[src/rtl/axi_req_master.sv]
// ============================================================================
// Module   : axi_req_master
// Brief    : Single-outstanding request/response to AXI4 master bridge.
// Revision : 1.0 - initial release
// ============================================================================
`default_nettype none

module axi_req_master #(
    parameter int C_AXI_ADDR_WIDTH = 12,
    parameter int C_AXI_DATA_WIDTH = 128,
    parameter int STRB_WIDTH       = C_AXI_DATA_WIDTH / 8,
    parameter int ID_WIDTH         = 1
) (
    input  logic                        clk,
    input  logic                        rst,
    // request side
    input  logic                        req_valid,
    output logic                        req_ready,
    input  logic                        req_we,
    input  logic [C_AXI_ADDR_WIDTH-1:0] req_addr,
    input  logic [C_AXI_DATA_WIDTH-1:0] req_wdata,
    input  logic [STRB_WIDTH-1:0]       req_wstrb,
    input  logic [ID_WIDTH-1:0]         req_id,
    // response side
    output logic                        rsp_valid,
    input  logic                        rsp_ready,
    output logic [C_AXI_DATA_WIDTH-1:0] rsp_rdata,
    output logic                        rsp_we,
    output logic                        rsp_err,
    output logic [ID_WIDTH-1:0]         rsp_id,
    // AXI4 write address
    output logic [ID_WIDTH-1:0]         m_axi_awid,
    output logic [C_AXI_ADDR_WIDTH-1:0] m_axi_awaddr,
    output logic [7:0]                  m_axi_awlen,
    output logic [2:0]                  m_axi_awsize,
    output logic [1:0]                  m_axi_awburst,
    output logic                        m_axi_awlock,
    output logic [3:0]                  m_axi_awcache,
    output logic [2:0]                  m_axi_awprot,
    output logic                        m_axi_awvalid,
    input  logic                        m_axi_awready,
    // AXI4 write data
    output logic [C_AXI_DATA_WIDTH-1:0] m_axi_wdata,
    output logic [STRB_WIDTH-1:0]       m_axi_wstrb,
    output logic                        m_axi_wlast,
    output logic                        m_axi_wvalid,
    input  logic                        m_axi_wready,
    // AXI4 write response
    input  logic [ID_WIDTH-1:0]         m_axi_bid,
    input  logic [1:0]                  m_axi_bresp,
    input  logic                        m_axi_bvalid,
    output logic                        m_axi_bready,
    // AXI4 read address
    output logic [ID_WIDTH-1:0]         m_axi_arid,
    output logic [C_AXI_ADDR_WIDTH-1:0] m_axi_araddr,
    output logic [7:0]                  m_axi_arlen,
    output logic [2:0]                  m_axi_arsize,
    output logic [1:0]                  m_axi_arburst,
    output logic                        m_axi_arlock,
    output logic [3:0]                  m_axi_arcache,
    output logic [2:0]                  m_axi_arprot,
    output logic                        m_axi_arvalid,
    input  logic                        m_axi_arready,
    // AXI4 read data
    input  logic [ID_WIDTH-1:0]         m_axi_rid,
    input  logic [C_AXI_DATA_WIDTH-1:0] m_axi_rdata,
    input  logic [1:0]                  m_axi_rresp,
    input  logic                        m_axi_rlast,
    input  logic                        m_axi_rvalid,
    output logic                        m_axi_rready
);

    localparam logic [2:0] c_IDLE  = 3'd0;
    localparam logic [2:0] c_WRITE = 3'd1;
    localparam logic [2:0] c_WRESP = 3'd2;
    localparam logic [2:0] c_RADDR = 3'd3;
    localparam logic [2:0] c_RDATA = 3'd4;
    localparam logic [2:0] c_RSP   = 3'd5;

    localparam int c_SIZE = $clog2(STRB_WIDTH);
    localparam logic [C_AXI_ADDR_WIDTH-1:0] c_ADDR_MASK = {C_AXI_ADDR_WIDTH{1'b1}} << c_SIZE;

    logic [2:0]                  r_state;
    logic                        r_awvalid, r_wvalid, r_arvalid, r_bready, r_rready;
    logic                        r_aw_done, r_w_done;
    logic                        r_rsp_valid, r_err;
    logic                        r_we;
    logic [C_AXI_ADDR_WIDTH-1:0] r_addr;
    logic [C_AXI_DATA_WIDTH-1:0] r_wdata, r_rdata;
    logic [STRB_WIDTH-1:0]       r_wstrb;
    logic [ID_WIDTH-1:0]         r_id;

    logic w_req_hs, w_aw_hs, w_w_hs, w_aw_fin, w_w_fin;
    logic w_unused;

    // IDs returned by the slave are not needed with a single outstanding transfer
    assign w_unused = ^{m_axi_bid, m_axi_rid};

    assign req_ready = (r_state == c_IDLE) && !rst;
    assign w_req_hs  = req_valid && req_ready;
    assign w_aw_hs   = r_awvalid && m_axi_awready;
    assign w_w_hs    = r_wvalid && m_axi_wready;
    assign w_aw_fin  = r_aw_done || w_aw_hs;
    assign w_w_fin   = r_w_done || w_w_hs;

    always_ff @(posedge clk) begin
        if (rst) begin
            r_state     <= c_IDLE;
            r_awvalid   <= 1'b0;
            r_wvalid    <= 1'b0;
            r_arvalid   <= 1'b0;
            r_bready    <= 1'b0;
            r_rready    <= 1'b0;
            r_aw_done   <= 1'b0;
            r_w_done    <= 1'b0;
            r_rsp_valid <= 1'b0;
            r_err       <= 1'b0;
        end else begin
            case (r_state)
                c_IDLE: begin
                    if (w_req_hs) begin
                        r_aw_done <= 1'b0;
                        r_w_done  <= 1'b0;
                        if (req_we) begin
                            r_state   <= c_WRITE;
                            r_awvalid <= 1'b1;
                            r_wvalid  <= 1'b1;
                        end else begin
                            r_state   <= c_RADDR;
                            r_arvalid <= 1'b1;
                        end
                    end
                end
                c_WRITE: begin
                    // AW and W retire independently, in either order
                    if (w_aw_hs) begin
                        r_awvalid <= 1'b0;
                        r_aw_done <= 1'b1;
                    end
                    if (w_w_hs) begin
                        r_wvalid <= 1'b0;
                        r_w_done <= 1'b1;
                    end
                    if (w_aw_fin && w_w_fin) begin
                        r_state  <= c_WRESP;
                        r_bready <= 1'b1;
                    end
                end
                c_WRESP: begin
                    if (m_axi_bvalid) begin
                        r_bready    <= 1'b0;
                        r_rsp_valid <= 1'b1;
                        r_err       <= (m_axi_bresp != 2'b00);
                        r_state     <= c_RSP;
                    end
                end
                c_RADDR: begin
                    if (m_axi_arready) begin
                        r_arvalid <= 1'b0;
                        r_rready  <= 1'b1;
                        r_state   <= c_RDATA;
                    end
                end
                c_RDATA: begin
                    if (m_axi_rvalid) begin
                        r_rready    <= 1'b0;
                        r_rsp_valid <= 1'b1;
                        r_err       <= (m_axi_rresp != 2'b00) || !m_axi_rlast;
                        r_state     <= c_RSP;
                    end
                end
                c_RSP: begin
                    if (rsp_ready) begin
                        r_rsp_valid <= 1'b0;
                        r_state     <= c_IDLE;
                    end
                end
                default: r_state <= c_IDLE;
            endcase
        end
    end

    always_ff @(posedge clk) begin
        if (w_req_hs) begin
            r_we    <= req_we;
            r_addr  <= req_addr;
            r_wdata <= req_wdata;
            r_wstrb <= req_wstrb;
            r_id    <= req_id;
        end
        if (r_bready && m_axi_bvalid) begin
            r_rdata <= '0;
        end
        if (r_rready && m_axi_rvalid) begin
            r_rdata <= m_axi_rdata;
        end
    end

    assign rsp_valid = r_rsp_valid;
    assign rsp_rdata = r_rdata;
    assign rsp_we    = r_we;
    assign rsp_err   = r_err;
    assign rsp_id    = r_id;

    assign m_axi_awid    = r_id;
    assign m_axi_awaddr  = r_addr & c_ADDR_MASK;
    assign m_axi_awlen   = 8'd0;
    assign m_axi_awsize  = 3'(c_SIZE);
    assign m_axi_awburst = 2'b01;
    assign m_axi_awlock  = 1'b0;
    assign m_axi_awcache = 4'b0000;
    assign m_axi_awprot  = 3'b000;
    assign m_axi_awvalid = r_awvalid;

    assign m_axi_wdata  = r_wdata;
    assign m_axi_wstrb  = r_wstrb;
    assign m_axi_wlast  = r_wvalid;
    assign m_axi_wvalid = r_wvalid;

    assign m_axi_bready = r_bready;

    assign m_axi_arid    = r_id;
    assign m_axi_araddr  = r_addr & c_ADDR_MASK;
    assign m_axi_arlen   = 8'd0;
    assign m_axi_arsize  = 3'(c_SIZE);
    assign m_axi_arburst = 2'b01;
    assign m_axi_arlock  = 1'b0;
    assign m_axi_arcache = 4'b0000;
    assign m_axi_arprot  = 3'b000;
    assign m_axi_arvalid = r_arvalid;

    assign m_axi_rready = r_rready;

endmodule

`default_nettype wire

[config.mk]
export PLATFORM = sky130hd
export DESIGN_NAME = axi_req_master
export DESIGN_NICKNAME = d
export VERILOG_FILES = /design/src/rtl/axi_req_master.sv
export SDC_FILE = /design/constraint.sdc
export NUM_CORES = 1
export LEC_CHECK = 0
export ABC_AREA = 1
export CELL_PAD_IN_SITES_DETAIL_PLACEMENT = 0
export CELL_PAD_IN_SITES_GLOBAL_PLACEMENT = 1
export CORE_AREA = 2 2 257 259
export CTS_CLUSTER_SIZE = 25
export DETAILED_ROUTE_END_ITERATION = 8
export DIE_AREA = 0 0 259 261
export PLACE_DENSITY = 0.57
export SLEW_MARGIN = 10
export SYNTH_ARGS = -nofsm -noshare
export SYNTH_HDL_FRONTEND = slang
export SYNTH_SLANG_ARGS = --single-unit
[constraint.sdc]
create_clock -name clk -period 9.4 [get_ports clk]
set_input_delay 0.94 -clock clk [delete_from_list [all_inputs] [get_ports clk]]
set_output_delay 0.94 -clock clk [all_outputs]
set_load 0.005 [all_outputs]
-- Word level (Yosys, flattened, before mapping)
Index checks and enable logic that the tools add are counted.
Widths: inputs -> output; s select.
- register bits: 298
- equal/unequal tests: 15
- multiplexer cells: 38
- reductions and logical operators: 32
- operators with widths (kind ; number):
    $mux 128 ; 2
    $ne 2x2->1 const B ; 10
    $mux 1 ; 19
    $mux 3 ; 6
    $pmux 3 s6 ; 1
    $pmux 1 s2 ; 8
    $reduce_and 4->1 ; 4
    $reduce_bool 2->1 ; 8
    $reduce_and 3->1 ; 5
    $logic_and 1x1->1 ; 7
    $eq 3x2->1 const B ; 2
    $eq 3x3->1 const B ; 2
    $reduce_and 6->1 ; 1
    $eq 3x1->1 const B ; 1
    $logic_not 3->1 ; 1
    $logic_or 1x1->1 ; 3
    $pmux 1 s3 ; 1
    $reduce_bool 3->1 ; 1
    $logic_not 1->1 ; 2
    $mux 2 ; 1

-- Logic depth before layout (Yosys ltp)
Gate-level depths: netlist (run 1).
- depth in word-level cells: 5
- depth in mapped cells: 9
- gate-level depth less buffers: 9

-- Least setup slack after synthesis (run 1)
OpenSTA, ideal clock, no wires.
- kind: input -> register
- from: in m_axi_rvalid
- to: reg r_rdata[0], in the netlist rsp_rdata[0] (enable)
- library setup time: 1108 ps
- arrival: 3631 ps
- required time: 8292 ps
- slack: 4660 ps
- stages on the path: 4
- buffers on the path: 2
- cells stage by stage: nand2_1 buf_2 buf_1 nand2_1
- cells in the longest elaborated chain, start to end: 2
- ends and longest elaborated chain (item ; line ; source):
    start, declared ; 69 ; input logic m_axi_rvalid,
    $logic_and 1x1->1 ; 194 ; if (r_rready && m_axi_rvalid) begin
    $reduce_bool 2->1 (no source line) ; n/a ;
    end signal, assigned ; 195 ; r_rdata <= m_axi_rdata;
    end, declared ; 89 ; logic [C_AXI_DATA_WIDTH-1:0] r_wdata, r_rdata;
No other way between the ends.
A chain may end at the register's enable or synchronous reset.

-- Worst setup path after layout (run 1)
- from: in m_axi_rvalid
- to: reg r_rdata[74], in the netlist rsp_rdata[74] (enable)
The elaborated chain is that of the path after synthesis.

==> results of run 1 <==
## registers in the layout, summed over array words and instances (netlist names), 3 cells and up
| name | flops |
|---|---|
| m_axi_wstrb | 16 |
| r_state | 3 |
| r_addr | 8 |
| rsp_rdata | 128 |
| m_axi_wdata | 128 |
## area by class of cell
| cell class | count | share of cell area |
|---|---|---|
| Timing Repair Buffer | 599 | 0.321 |
| Sequential cell | 294 | 0.467 |
| Multi-Input combinational cell | 256 | 0.0578 |
| Antenna cell | 8 | 0.00107 |
| Clock buffer | 48 | 0.0535 |
| Tap cell | 864 | 0.0580 |
| Inverter | 146 | 0.0298 |
| Clock inverter | 19 | 0.0121 |
## worst max-delay path: stages
cell and delay, ns:
clkdlybuf4s50_1 0.55, nand2_4 0.40, nand2_4 0.81, buf_4 0.83
## cells in the mapped netlist (all sizes together)
library cell  count
o21ai             2
a31oi             1
o211ai            1
a221oi            1
nor2            145
inv             146
clkbuf            2
nand2            35
conb              2
edfxtp          282
dfxtp            12
nand4             2
nor3              1
buf              73
nand3             8
nand3b            1
a211oi            1
a21oi             8
## power groups by stage
stage                     clock network [µW]  registers [µW]  logic [µW]
after detailed placement                   0            1640         558
final                                   1430            1610         550
after CTS                               1500            1610         560
after global routing                    1550            1620         598
after floorplan                            0            1660         176
after global placement                     0            1640         559
## stage by stage
step | instance area, µm² | hold slack (ns) | util | std cells
detailed placement | 17400 | 0.441 | 0.268 | 2159
CTS | 18600 | 0.450 | 0.287 | 2226
global route | 18600 | 0.463 | 0.287 | 2228
global placement | 17400 | 0.443 | 0.268 | 2159
finish | 18700 | 0.447 | 0.287 | 2234
floorplan | 10800 | 0.431 | - | 771
## kinds of logic (layout without fill, tap and decap cells)
group,after synthesis,after routing,share of synthesized area
other,2,58,0.000704
flip-flops,294,294,0.817
AO/OA/AOI/OAI,14,14,0.00786
AND/OR/NAND/NOR,192,192,0.0741
buffers and inverters,221,812,0.101
## layer usage
layer / global-route usage / vias up / wire length, µm
li1: - / 3495 / -
met3: 0.0581 / 74 / 4650
met1: 0.109 / 3464 / 13600
met5: 0 / - / 100
met4: 0.0364 / 16 / 961
met2: 0.216 / 413 / 22300
## worst max path at each step
stage	from	to	slack, ns	cells past startpoint
floorplan	m_axi_rvalid	rsp_rdata[0]	4.66	4
global route	m_axi_rvalid	rsp_rdata[71]	5.63	4
CTS	m_axi_rvalid	rsp_rdata[74]	5.78	4
finish	m_axi_rvalid	rsp_rdata[74]	5.87	4
global placement	m_axi_rvalid	rsp_rdata[70]	5.21	4
detailed placement	m_axi_rvalid	rsp_rdata[83]	5.16	4
==> flow_summary.json, run 1 <==
{
  "status": "completed",
  "rr_endpoint": "rsp_rdata[74]",
  "max_freq_mhz": 283,
  "firstDrtPassIters": 4,
  "min_period_ns": 3.53,
  "timing.rr.start": "m_axi_rready",
  "core_region_area_um2": 65000,
  "hold_path.class": "reg -> reg",
  "layout_common_cells": "596 x clkdlybuf4s50_1, 282 x edfxtp_1, 141 x inv_1",
  "ys_ff_latch": 294,
  "power_switching_share": 0.243,
  "arrival_ns": 3.69,
  "grt_pass1_wl_um": 55000,
  "area_growth_pct": 74.9,
  "initial_utilization": 0.164,
  "cts_tree": "yes",
  "ant_nets": 0,
  "hold_start": "m_axi_arvalid",
  "chipHeight_um": 261,
  "peakVddDrop_v": 0.0000954,
  "min_period_over_period": 0.375,
  "hold_end": "m_axi_arvalid",
  "setup_viol": 0,
  "drv_slew": 0,
  "cts_made_buffers": 38,
  "syn_area_per_cell_um2": 14.8,
  "synth.area.top_cells": "edfxtp_1 79%, inv_1 5.0%, nor2_1 4.8%, buf_4 4.3%, dfxtp_1 2.3%",
  "clock_skew_ns": 0.0194,
  "drive_gt1_frac": 0.0595,
  "pwr_density_cell_nw_per_um2": 192,
  "drc": 0,
  "wirelength_um": 41600,
  "syn_inst": 723,
  "cts_buffer_depth": 3,
  "gr-usage-all-layers": 0.116,
  "gp_congestion": 0.780,
  "reg2reg_depth": 3,
  "clkPwrFrac": 0.399,
  "total_power_uw": 3590,
  "synth_top_area_frac": 0.794,
  "synth_seq_area_share": 0.817,
  "crit_required_ns": 9.56,
  "p_sw_uw": 871,
  "cap_violations": 0,
  "antenna_found_initial": 23,
  "holdBufCountCts": 0,
  "crit_path_max_fanout": 65,
  "hpwlAfterDp_um": 33100,
  "cts_resized": 0,
  "tightest_slew_ns": 0.957,
  "p_leak_uw": 0.00695,
  "num_vias": 7462,
  "grt_max_degree": 95,
  "p_int_uw": 2720,
  "clock_latency_ns": 0.56,
  "port_buffers": 596,
  "drt_iter0_drc": 339,
  "die_x_um": 259,
  "layout_commonest_cell": "clkdlybuf4s50_1",
  "cts.sinks": 294,
  "end_kind": "register",
  "ios": 653,
  "yosysWarnings": 0,
  "grt-ovfl-total": 0,
  "setup_tns_ns": 0,
  "dpl_worst_slack_ns": 5.16,
  "rsz0062_at_grt": "false",
  "finalWorstSetupSlack_ns": 5.87,
  "p_seq_frac": 0.448,
  "critical_path_class": "in -> reg",
  "combPwrFrac": 0.153,
  "yosys.area.top_type": "edfxtp_1",
  "dieArea_um2": 67600,
  "cts_root_buf": "clkbuf_16",
  "syn-cell-area_um2": 10700,
  "yosysUniqueCellTypes": 27,
  "viasPerCell": 3.34,
  "nets": 1637,
  "min_path_cells": 2,
  "start_kind": "input pin",
  "report.final.hold_viol_count": 0,
  "seq_area_um2": 8710,
  "cts_setup_buffers": 0,
  "rows": 94,
  "fillers": 6670,
  "multi_input_area_um2": 1080,
  "htree_num_levels": 2,
  "clk_pin_slew_ns": 0.06,
  "grt_pass1_vias": 7436,
  "wire_per_inst_um": 18.6,
  "relSlewSlack": 0.362,
  "r2r_slack_ns": 6.44
}
Power figures use the tool's default switching activity.
==> run 2, diff against run 1 <==
--- a/config.mk
+++ b/config.mk
@@ -8,11 +8,11 @@
 export ABC_AREA = 1
 export CELL_PAD_IN_SITES_DETAIL_PLACEMENT = 0
 export CELL_PAD_IN_SITES_GLOBAL_PLACEMENT = 1
-export CORE_AREA = 2 2 257 259
+export CORE_AREA = 2 2 258 260
 export CTS_CLUSTER_SIZE = 25
 export DETAILED_ROUTE_END_ITERATION = 8
-export DIE_AREA = 0 0 259 261
-export PLACE_DENSITY = 0.57
+export DIE_AREA = 0 0 260 262
+export PLACE_DENSITY = 0.58
 export SLEW_MARGIN = 10
 export SYNTH_ARGS = -nofsm -noshare
 export SYNTH_HDL_FRONTEND = slang
==> constraint.sdc (replaced) <==
create_clock -name clk -period 3.2 [get_ports clk]
set_input_delay 0.32 -clock clk [delete_from_list [all_inputs] [get_ports clk]]
set_output_delay 0.32 -clock clk [all_outputs]
set_load 0.005 [all_outputs]
==> run 2 against run 1 <==
First-iteration DRC count up 19%; combinational power rose to 3.0 times the previous value; via count down 0.24%; sequential power rose to 2.9 times the previous value; clock skew down 0.0047 ns; final cell count up 0.31%; largest cell class unchanged; highest routed layer unchanged.
==> flow_summary.json, run 2 (same netlist as run 1, synthesis figures left out) <==
{
  "status": "completed",
  "grt-ovfl-total": 0,
  "p_sw_uw": 2490,
  "tightest_slew_ns": 0.678,
  "wire_per_inst_um": 17.9,
  "hpwlAfterDp_um": 32000,
  "cts_setup_buffers": 0,
  "cts.sinks": 294,
  "min_period_over_period": 0.682,
  "layout_commonest_cell": "clkdlybuf4s50_1",
  "gr-usage-all-layers": 0.109,
  "crit_required_ns": 2.88,
  "critPathSlowestCell": "clkdlybuf4s50_1",
  "ant_nets": 0,
  "cts_made_buffers": 37,
  "post-route-util": 0.287,
  "total_power_uw": 10500,
  "peakVddDrop_v": 0.000281,
  "viasPerCell": 3.32,
  "cp_cell_sequence": "nor2_2 > nand2_4 > nor2_4 > clkdlybuf4s50_1",
  "dieArea_um2": 68100,
  "nets": 1641,
  "gp_congestion": 0.765,
  "min_period_ns": 2.18,
  "layout.cells.non_filler": 2241,
  "dp_cells": 2164,
  "grt_pass1_vias": 7556,
  "initial_utilization": 0.163,
  "rsz0062_at_grt": "false",
  "p_leak_uw": 0.00699,
  "port_buffers": 596,
  "arrival_ns": 1.86,
  "cts_resized": 0,
  "wirelength_um": 40100,
  "pwr_density_cell_nw_per_um2": 560,
  "rows": 94,
  "max_freq_mhz": 458,
  "combPwrFrac": 0.158,
  "cts_tree": "yes",
  "start_kind": "register",
  "htree_num_levels": 2,
  "cts_root_buf": "clkbuf_16",
  "drv_slew": 0,
  "holdBufCountCts": 0,
  "cts_buffer_depth": 3,
  "core_region_area_um2": 65300,
  "clkPwrFrac": 0.391,
  "clock_skew_ns": 0.0146,
  "firstDrtPassIters": 4,
  "cap_violations": 0,
  "chipHeight_um": 262,
  "clk_pin_slew_ns": 0.06,
  "crit_path_max_fanout": 7,
  "layout_common_cells": "596 x clkdlybuf4s50_1, 282 x edfxtp_1, 141 x inv_1",
  "hold_path.class": "in -> reg",
  "ios": 653,
  "relSlewSlack": 0.548,
  "report.final.hold_viol_count": 0,
  "die_x_um": 260,
  "grt_max_degree": 129,
  "cp_slowest_stage_delay_ns": 0.58,
  "num_vias": 7444,
  "drc": 0,
  "cpLargestDelayFamily": "buffers and inverters",
  "fillers": 6664,
  "crit_buf_inv": 1,
  "setup_viol": 0,
  "drive_gt1_frac": 0.0630,
  "antenna_found_initial": 25,
  "grt_pass1_wl_um": 52700,
  "p_seq_frac": 0.451,
  "power_switching_share": 0.237,
  "p_int_uw": 8020,
  "reg2reg_depth": 6,
  "cp.depth": 4,
  "area_growth_pct": 75.9,
  "clock_latency_ns": 0.54,
  "critical_path_class": "reg -> out",
  "min_path_cells": 1,
  "end_kind": "output pin",
  "setup_tns_ns": 0,
  "drt_iter0_drc": 403
}
-- run 2: changes by cell type in the layout (fill, tap and decap cells not counted), sizes merged --
cell / change
clkbuf: -1
inv: +1
clkinv: -2
buf: +5
bufinv: +1
diode: +3
-- run 2: power by group through the flow --
stage / clock network (µW) / registers (µW) / logic [µW]
floorplan: 0 / 4860 / 531
global placement: 0 / 4820 / 1690
detailed placement: 0 / 4830 / 1690
CTS: 4290 / 4750 / 1690
global route: 4410 / 4770 / 1810
finish: 4110 / 4740 / 1660
-- run 2: path summary, 6_finish.rpt --
kind | startpoint | endpoint | slack [ns]
setup reg to reg | r_state[0] | m_axi_wdata[95] | 1.32
hold reg to reg | r_w_done | r_w_done | 0.45
setup / recovery | r_state[0] | req_ready | 1.02
hold / removal | req_wdata[85] | m_axi_wdata[85] | 0.33
-- run 2: metrics by stage --
stage,hold slack [ns],setup slack [ns],area [µm²]
floorplan,0.389,-0.106,10900
global placement,0.444,0.759,17600
detailed placement,0.449,0.697,17600
CTS,0.282,0.931,18700
global route,0.295,0.894,18700
finish,0.333,1.02,18800
-- run 2: layout make-up --
class / count / area [µm²] / area share
sequential: 294 / 8720 / 0.465
multi-input combinational: 256 / 1100 / 0.0584
antenna: 11 / 27.5 / 0.00147
inverter: 146 / 557 / 0.0297
tap: 864 / 1080 / 0.0576
timing repair buffer: 604 / 6100 / 0.325
clock buffer: 47 / 963 / 0.0513
clock inverter: 19 / 221 / 0.0118
-- run 2: metal layers --
layer | GRT usage | part of all wire | up-vias
li1 | - | - | 3505
met1 | 0.100 | 0.31 | 3432
met2 | 0.208 | 0.54 | 420
met3 | 0.0518 | 0.11 | 71
met4 | 0.0405 | 0.033 | 16
met5 | 0 | 0.0026 | -
